**config.mk**
```make
export PLATFORM = sky130hd
export DESIGN_NAME = sbus_rd_arbiter
export DESIGN_NICKNAME = d
export VERILOG_FILES = /design/src/rtl/sbus_rd_arbiter.sv
export SDC_FILE = /design/constraint.sdc
export NUM_CORES = 1
export LEC_CHECK = 0
export BUFFER_PORTS_ARGS = -buffer_cell sky130_fd_sc_hd__buf_2
export CAP_MARGIN = 15
export CORE_AREA = 2 2 100 102
export DETAILED_ROUTE_END_ITERATION = 8
export DIE_AREA = 0 0 102 104
export PLACE_DENSITY = 0.81
export SLEW_MARGIN = 5
export SYNTH_ARGS = -nofsm -noshare
export SYNTH_HDL_FRONTEND = slang
export SYNTH_SLANG_ARGS = --single-unit
```
**constraint.sdc**
```tcl
create_clock -name clk -period 2.45 [get_ports clk]
set_clock_uncertainty 0.05 [all_clocks]
set_input_delay 0.1225 -clock clk [delete_from_list [all_inputs] [get_ports clk]]
set_output_delay 0.1225 -clock clk [all_outputs]
set_load 0.1 [all_outputs]
```
**src/rtl/sbus_rd_arbiter.sv**
```systemverilog
// rtl/sbus_rd_arbiter.sv - round-robin arbiter sharing one AXI4 read channel between I-fetch and D-load
// One burst in flight at a time; beats are steered to the owner and checked for length, id and response.
module sbus_rd_arbiter #(
  parameter logic [3:0] ID_I   = 4'd0,
  parameter logic [3:0] ID_D   = 4'd1,
  parameter logic [2:0] I_SIZE = 3'b010
) (
  input  logic        clk,
  input  logic        resetn,
  input  logic        i_req,
  input  logic [31:0] i_addr,
  input  logic [7:0]  i_len,
  output logic        i_gnt,
  output logic        i_rvalid,
  output logic [31:0] i_rdata,
  output logic        i_rlast,
  output logic        i_err,
  input  logic        d_req,
  input  logic [31:0] d_addr,
  input  logic [7:0]  d_len,
  input  logic [2:0]  d_size,
  output logic        d_gnt,
  output logic        d_rvalid,
  output logic [31:0] d_rdata,
  output logic        d_rlast,
  output logic        d_err,
  output logic [3:0]  arid,
  output logic [31:0] araddr,
  output logic [7:0]  arlen,
  output logic [2:0]  arsize,
  output logic [1:0]  arburst,
  output logic [1:0]  arlock,
  output logic [3:0]  arcache,
  output logic [2:0]  arprot,
  output logic        arvalid,
  input  logic        arready,
  input  logic [3:0]  rid,
  input  logic [31:0] rdata,
  input  logic [1:0]  rresp,
  input  logic        rlast,
  input  logic        rvalid,
  output logic        rready
);

  typedef enum logic [1:0] {ST_IDLE, ST_ADDR, ST_DATA} state_e;

  state_e      state_q, state_d;
  logic        owner_q, owner_d;   // 1 = D owns the current burst
  logic        last_q, last_d;     // 1 = D was served last
  logic [31:0] addr_q, addr_d;
  logic [7:0]  len_q, len_d;
  logic [2:0]  size_q, size_d;
  logic [7:0]  cnt_q, cnt_d;
  logic        err_q, err_d;

  logic        pick_d;
  logic        term;
  logic        beat_err;
  logic [3:0]  owner_id;
  logic        fwd_i, fwd_d;

  // On a tie the requester not served last wins.
  assign pick_d   = d_req && (!i_req || !last_q);
  assign owner_id = owner_q ? ID_D : ID_I;
  assign term     = rlast || (cnt_q == 8'd0);
  assign beat_err = (rresp != 2'b00) || (rid != owner_id) ||
                    (rlast && (cnt_q != 8'd0)) || (!rlast && (cnt_q == 8'd0));

  always_ff @(posedge clk or negedge resetn) begin
    if (!resetn) begin
      state_q <= ST_IDLE;
      owner_q <= 1'b0;
      last_q  <= 1'b0;
      addr_q  <= '0;
      len_q   <= '0;
      size_q  <= '0;
      cnt_q   <= '0;
      err_q   <= 1'b0;
    end else begin
      state_q <= state_d;
      owner_q <= owner_d;
      last_q  <= last_d;
      addr_q  <= addr_d;
      len_q   <= len_d;
      size_q  <= size_d;
      cnt_q   <= cnt_d;
      err_q   <= err_d;
    end
  end

  always_comb begin
    state_d = state_q;
    owner_d = owner_q;
    last_d  = last_q;
    addr_d  = addr_q;
    len_d   = len_q;
    size_d  = size_q;
    cnt_d   = cnt_q;
    err_d   = err_q;
    case (state_q)
      ST_IDLE: begin
        if (i_req || d_req) begin
          owner_d = pick_d;
          addr_d  = pick_d ? d_addr : i_addr;
          len_d   = pick_d ? d_len : i_len;
          size_d  = pick_d ? d_size : I_SIZE;
          err_d   = 1'b0;
          state_d = ST_ADDR;
        end
      end
      ST_ADDR: begin
        if (arready) begin
          cnt_d   = len_q;
          last_d  = owner_q;
          state_d = ST_DATA;
        end
      end
      ST_DATA: begin
        if (rvalid) begin
          if (term) begin
            err_d   = 1'b0;
            state_d = ST_IDLE;
          end else begin
            cnt_d = cnt_q - 8'd1;
            err_d = err_q || beat_err;
          end
        end
      end
      default: state_d = ST_IDLE;
    endcase
  end

  always_comb begin
    arvalid  = (state_q == ST_ADDR);
    arid     = owner_id;
    araddr   = addr_q;
    arlen    = len_q;
    arsize   = size_q;
    arburst  = arvalid ? 2'b01 : 2'b00;
    arlock   = 2'b00;
    arcache  = 4'b0000;
    arprot   = 3'b000;
    // Late beats after an early termination are drained in IDLE.
    rready   = resetn && (state_q != ST_ADDR);
    i_gnt    = arvalid && arready && !owner_q;
    d_gnt    = arvalid && arready && owner_q;
    fwd_i    = (state_q == ST_DATA) && rvalid && !owner_q;
    fwd_d    = (state_q == ST_DATA) && rvalid && owner_q;
    i_rvalid = fwd_i;
    i_rdata  = fwd_i ? rdata : 32'h0;
    i_rlast  = fwd_i && term;
    i_err    = fwd_i && term && (err_q || beat_err);
    d_rvalid = fwd_d;
    d_rdata  = fwd_d ? rdata : 32'h0;
    d_rlast  = fwd_d && term;
    d_err    = fwd_d && term && (err_q || beat_err);
  end

endmodule

```
==> results.cfg <==
[pwr]
p_seq_frac = 0.215
ir_worst_vdd_v = 0.00122
sw_frac_of_total = 0.650
p_leak_uw = 0.00289
p_per_area_mw_per_mm2 = 1480
p_clk_frac = 0.078
intPower_uw = 2870
p_comb_frac = 0.708
p_sw_uw = 5310

[global_routing]
gr-usage-all-layers = 0.207
grt_util_met2 = 0.391
busiest_layer = met2
grt-ovfl-total = 0
grt_max_degree = 57
grt_use_met1 = 0.214
grt_pass1_wl_mm = 17.3
grt_antenna_before_repair = 3
grt_pass1_vias = 3490
use_met3 = 0.0517

[worst_setup_path]
startpoint_type = register
arrival_ns = 2.11
reg2reg_from = cnt_q[0]$_DFFE_PN0P_
path_class = reg -> out
required_ns = 2.28
rrSetupSlack_ns = 0.64
crit_fanout = 5
rr_worst_depth = 7
timing.rr.end = cnt_q[1]$_DFFE_PN0P_
crit_path_end_kind = primary output

[clock_tree]
cts-root-buf = clkbuf_8
cts.sinks = 56
cts_tree = built
insertion_delay_ns = 0.30
cts-htree-levels = 2
cts_made_buffers = 5
cts_buffer_depth = 2
clkTransAtPathRegs_ns = 0.10

[min_path]
holdPathStages = 3
hp-start = i_addr[22]
holdCritPathClass = in -> reg
whs_endpoint = araddr[22]$_DFFE_PN0P_

[yosys]
synthSimpleGateAreaFrac = 0.246
syn_inst = 370
synth_warnings = 0
synth_adder_area_share = 0.00736
synthMuxAreaShare = 0.118
synth_compound_area_frac = 0.145
ys_seq_area_frac = 0.412
synth_top_cell_by_area = dfrtp_1
synth_edf_count = 0
synth_top_family_by_area = simple AND/OR/NAND/NOR gates
synth-seq-cells = 56
async_reset_ff_frac = 1.00
ys.flop_type = dfrtp_1
yosysUniqueCellTypes = 49
synth_area_mm2 = 0.00340
synth_top_area_share = 0.412
syn_avg_cell_area_um2 = 9.19
synthXorXnorAreaFrac = 0.00257
synthTopCellsByArea = dfrtp_1, and2_1, mux2i_1

[sta]
min_period_ns = 2.28
hold_viol = 0
slew-limit-headroom = 0.538
fmax_mhz = 438
slew_violations = 0
setup_slack_ns = 0.167
tns_ns = 0
finalSetupViolations = 0
worst_pin_slew_ns = 0.693
min_period_over_period = 0.932
rsz0062_at_grt = no

[place]
place_area_mm2 = 0.00531
dp_slack_ns = 0.330
hpwl_mm = 9.38
port_buffers = 246
dp.cells = 733
gp_congestion = 0.862

[layout]
post-route-util = 0.579
fin_nets = 744
drive_gt1_frac = 0.463
layout_commonest_cell = buf_2
final_cell_mix = buf_2, and2_1, dfrtp_1
final_cell_area_mm2 = 0.00553
area_growth_syn_to_layout_pct = 62.6
instances_no_fill = 750

[floorplan]
coreArea_mm2 = 0.00955
io-pin-count = 260
num_rows = 36
die_x_um = 102
die_height_um = 104
initial_core_util = 0.356
dieArea_mm2 = 0.0106

[detailed_routing]
drc_errors = 0
firstDrtPassIters = 5
wl_per_cell_um = 15.0
vias_per_cell = 4.70
ant_nets = 0
first_iter_violations = 186
vias = 3526
drt_wl_total_mm = 11.3

[outcome]
status = finished, final reports clean

[flow_run]
max_cap_viol_count = 0
## state kept, by name (all words and copies together), names as in the netlist
name	flops
araddr	32
owner_q	1
state_q	2
arsize	3
cnt_q	8
err_q	1
arlen	8
last_q	1
## Yosys cell counts (6+ instances only)
cell	count
and2_1	66
dfrtp_1	56
nand2_1	44
mux2i_1	40
o21ai_0	33
buf_4	15
buf_2	14
nor2_1	14
o21ai_1	12
a21oi_1	8
nand3_1	6
o22a_1	6
## metal layers
metal | vias to the layer above | share of wire | routed length [um]
met1 | 1617 | 0.35 | 3920
met5 | - | 0 | 0
met2 | 176 | 0.54 | 6050
li1 | 1715 | - | -
met4 | 0 | 0.030 | 332
met3 | 18 | 0.084 | 946
## power groups by stage
stage	clock (uW)	sequential, uW	combinational, uW
after floorplan	0	4120	2270
after CTS	658	1760	5760
final	637	1750	5790
after global placement	0	1740	5660
after detailed placement	0	1770	5760
after global routing	701	1810	6060
## worst max-delay path, cell delays in order, from the launching register on
cell	delay [ns]
dfrtp_1	0.43
inv_1	0.10
ha_1	0.15
nor4b_4	0.30
a21oi_2	0.16
o21bai_1	0.25
nor3_4	0.21
buf_12	0.21
## what timing repair did
action | 4_1_cts | 5_1_grt
setup endpoints to repair | 1 | 2
hold endpoints to repair | 60 | 0
hold buffers | 5 | 0
cloned | 0 | 0
buffers inserted | 0 | 1
resized for setup | 1 | 1
## logic make-up after synthesis
logic type / Yosys count
xor+xnor: 1
fa+ha+maj: 2
buf+inv: 42
other cells: 1
mux: 40
compound gates: 78
flops: 56
simple gates: 150
## per-stage QoR
step | power, uW | hold slack, ns
after global routing | 8570 | 0.0224
after detailed placement | 7530 | 0.283
after global placement | 7400 | 0.272
after floorplan | 6390 | -0.223
final | 8180 | 0.0434
after CTS | 8180 | 0.0314
## cell type report
cell class | instances | area [um2]
diodes | 2 | 5.00
fillers | 862 | 4020
flip-flops and latches | 56 | 1400
clock buffers | 6 | 82.6
well taps | 133 | 166
multi-input cells | 284 | 1860
inverters | 5 | 18.8
repair buffers | 262 | 1960
clock inverters | 2 | 38.8
## worst max path at each step
stage | startpoint | end
after floorplan | cnt_q[0]$_DFFE_PN0P_ | i_rlast
after global placement | cnt_q[0]$_DFFE_PN0P_ | d_err
after detailed placement | cnt_q[0]$_DFFE_PN0P_ | d_err
after CTS | cnt_q[0]$_DFFE_PN0P_ | d_err
after global routing | cnt_q[0]$_DFFE_PN0P_ | i_err
final | cnt_q[0]$_DFFE_PN0P_ | i_err
Note: power is estimated with default switching activity, not from simulation.
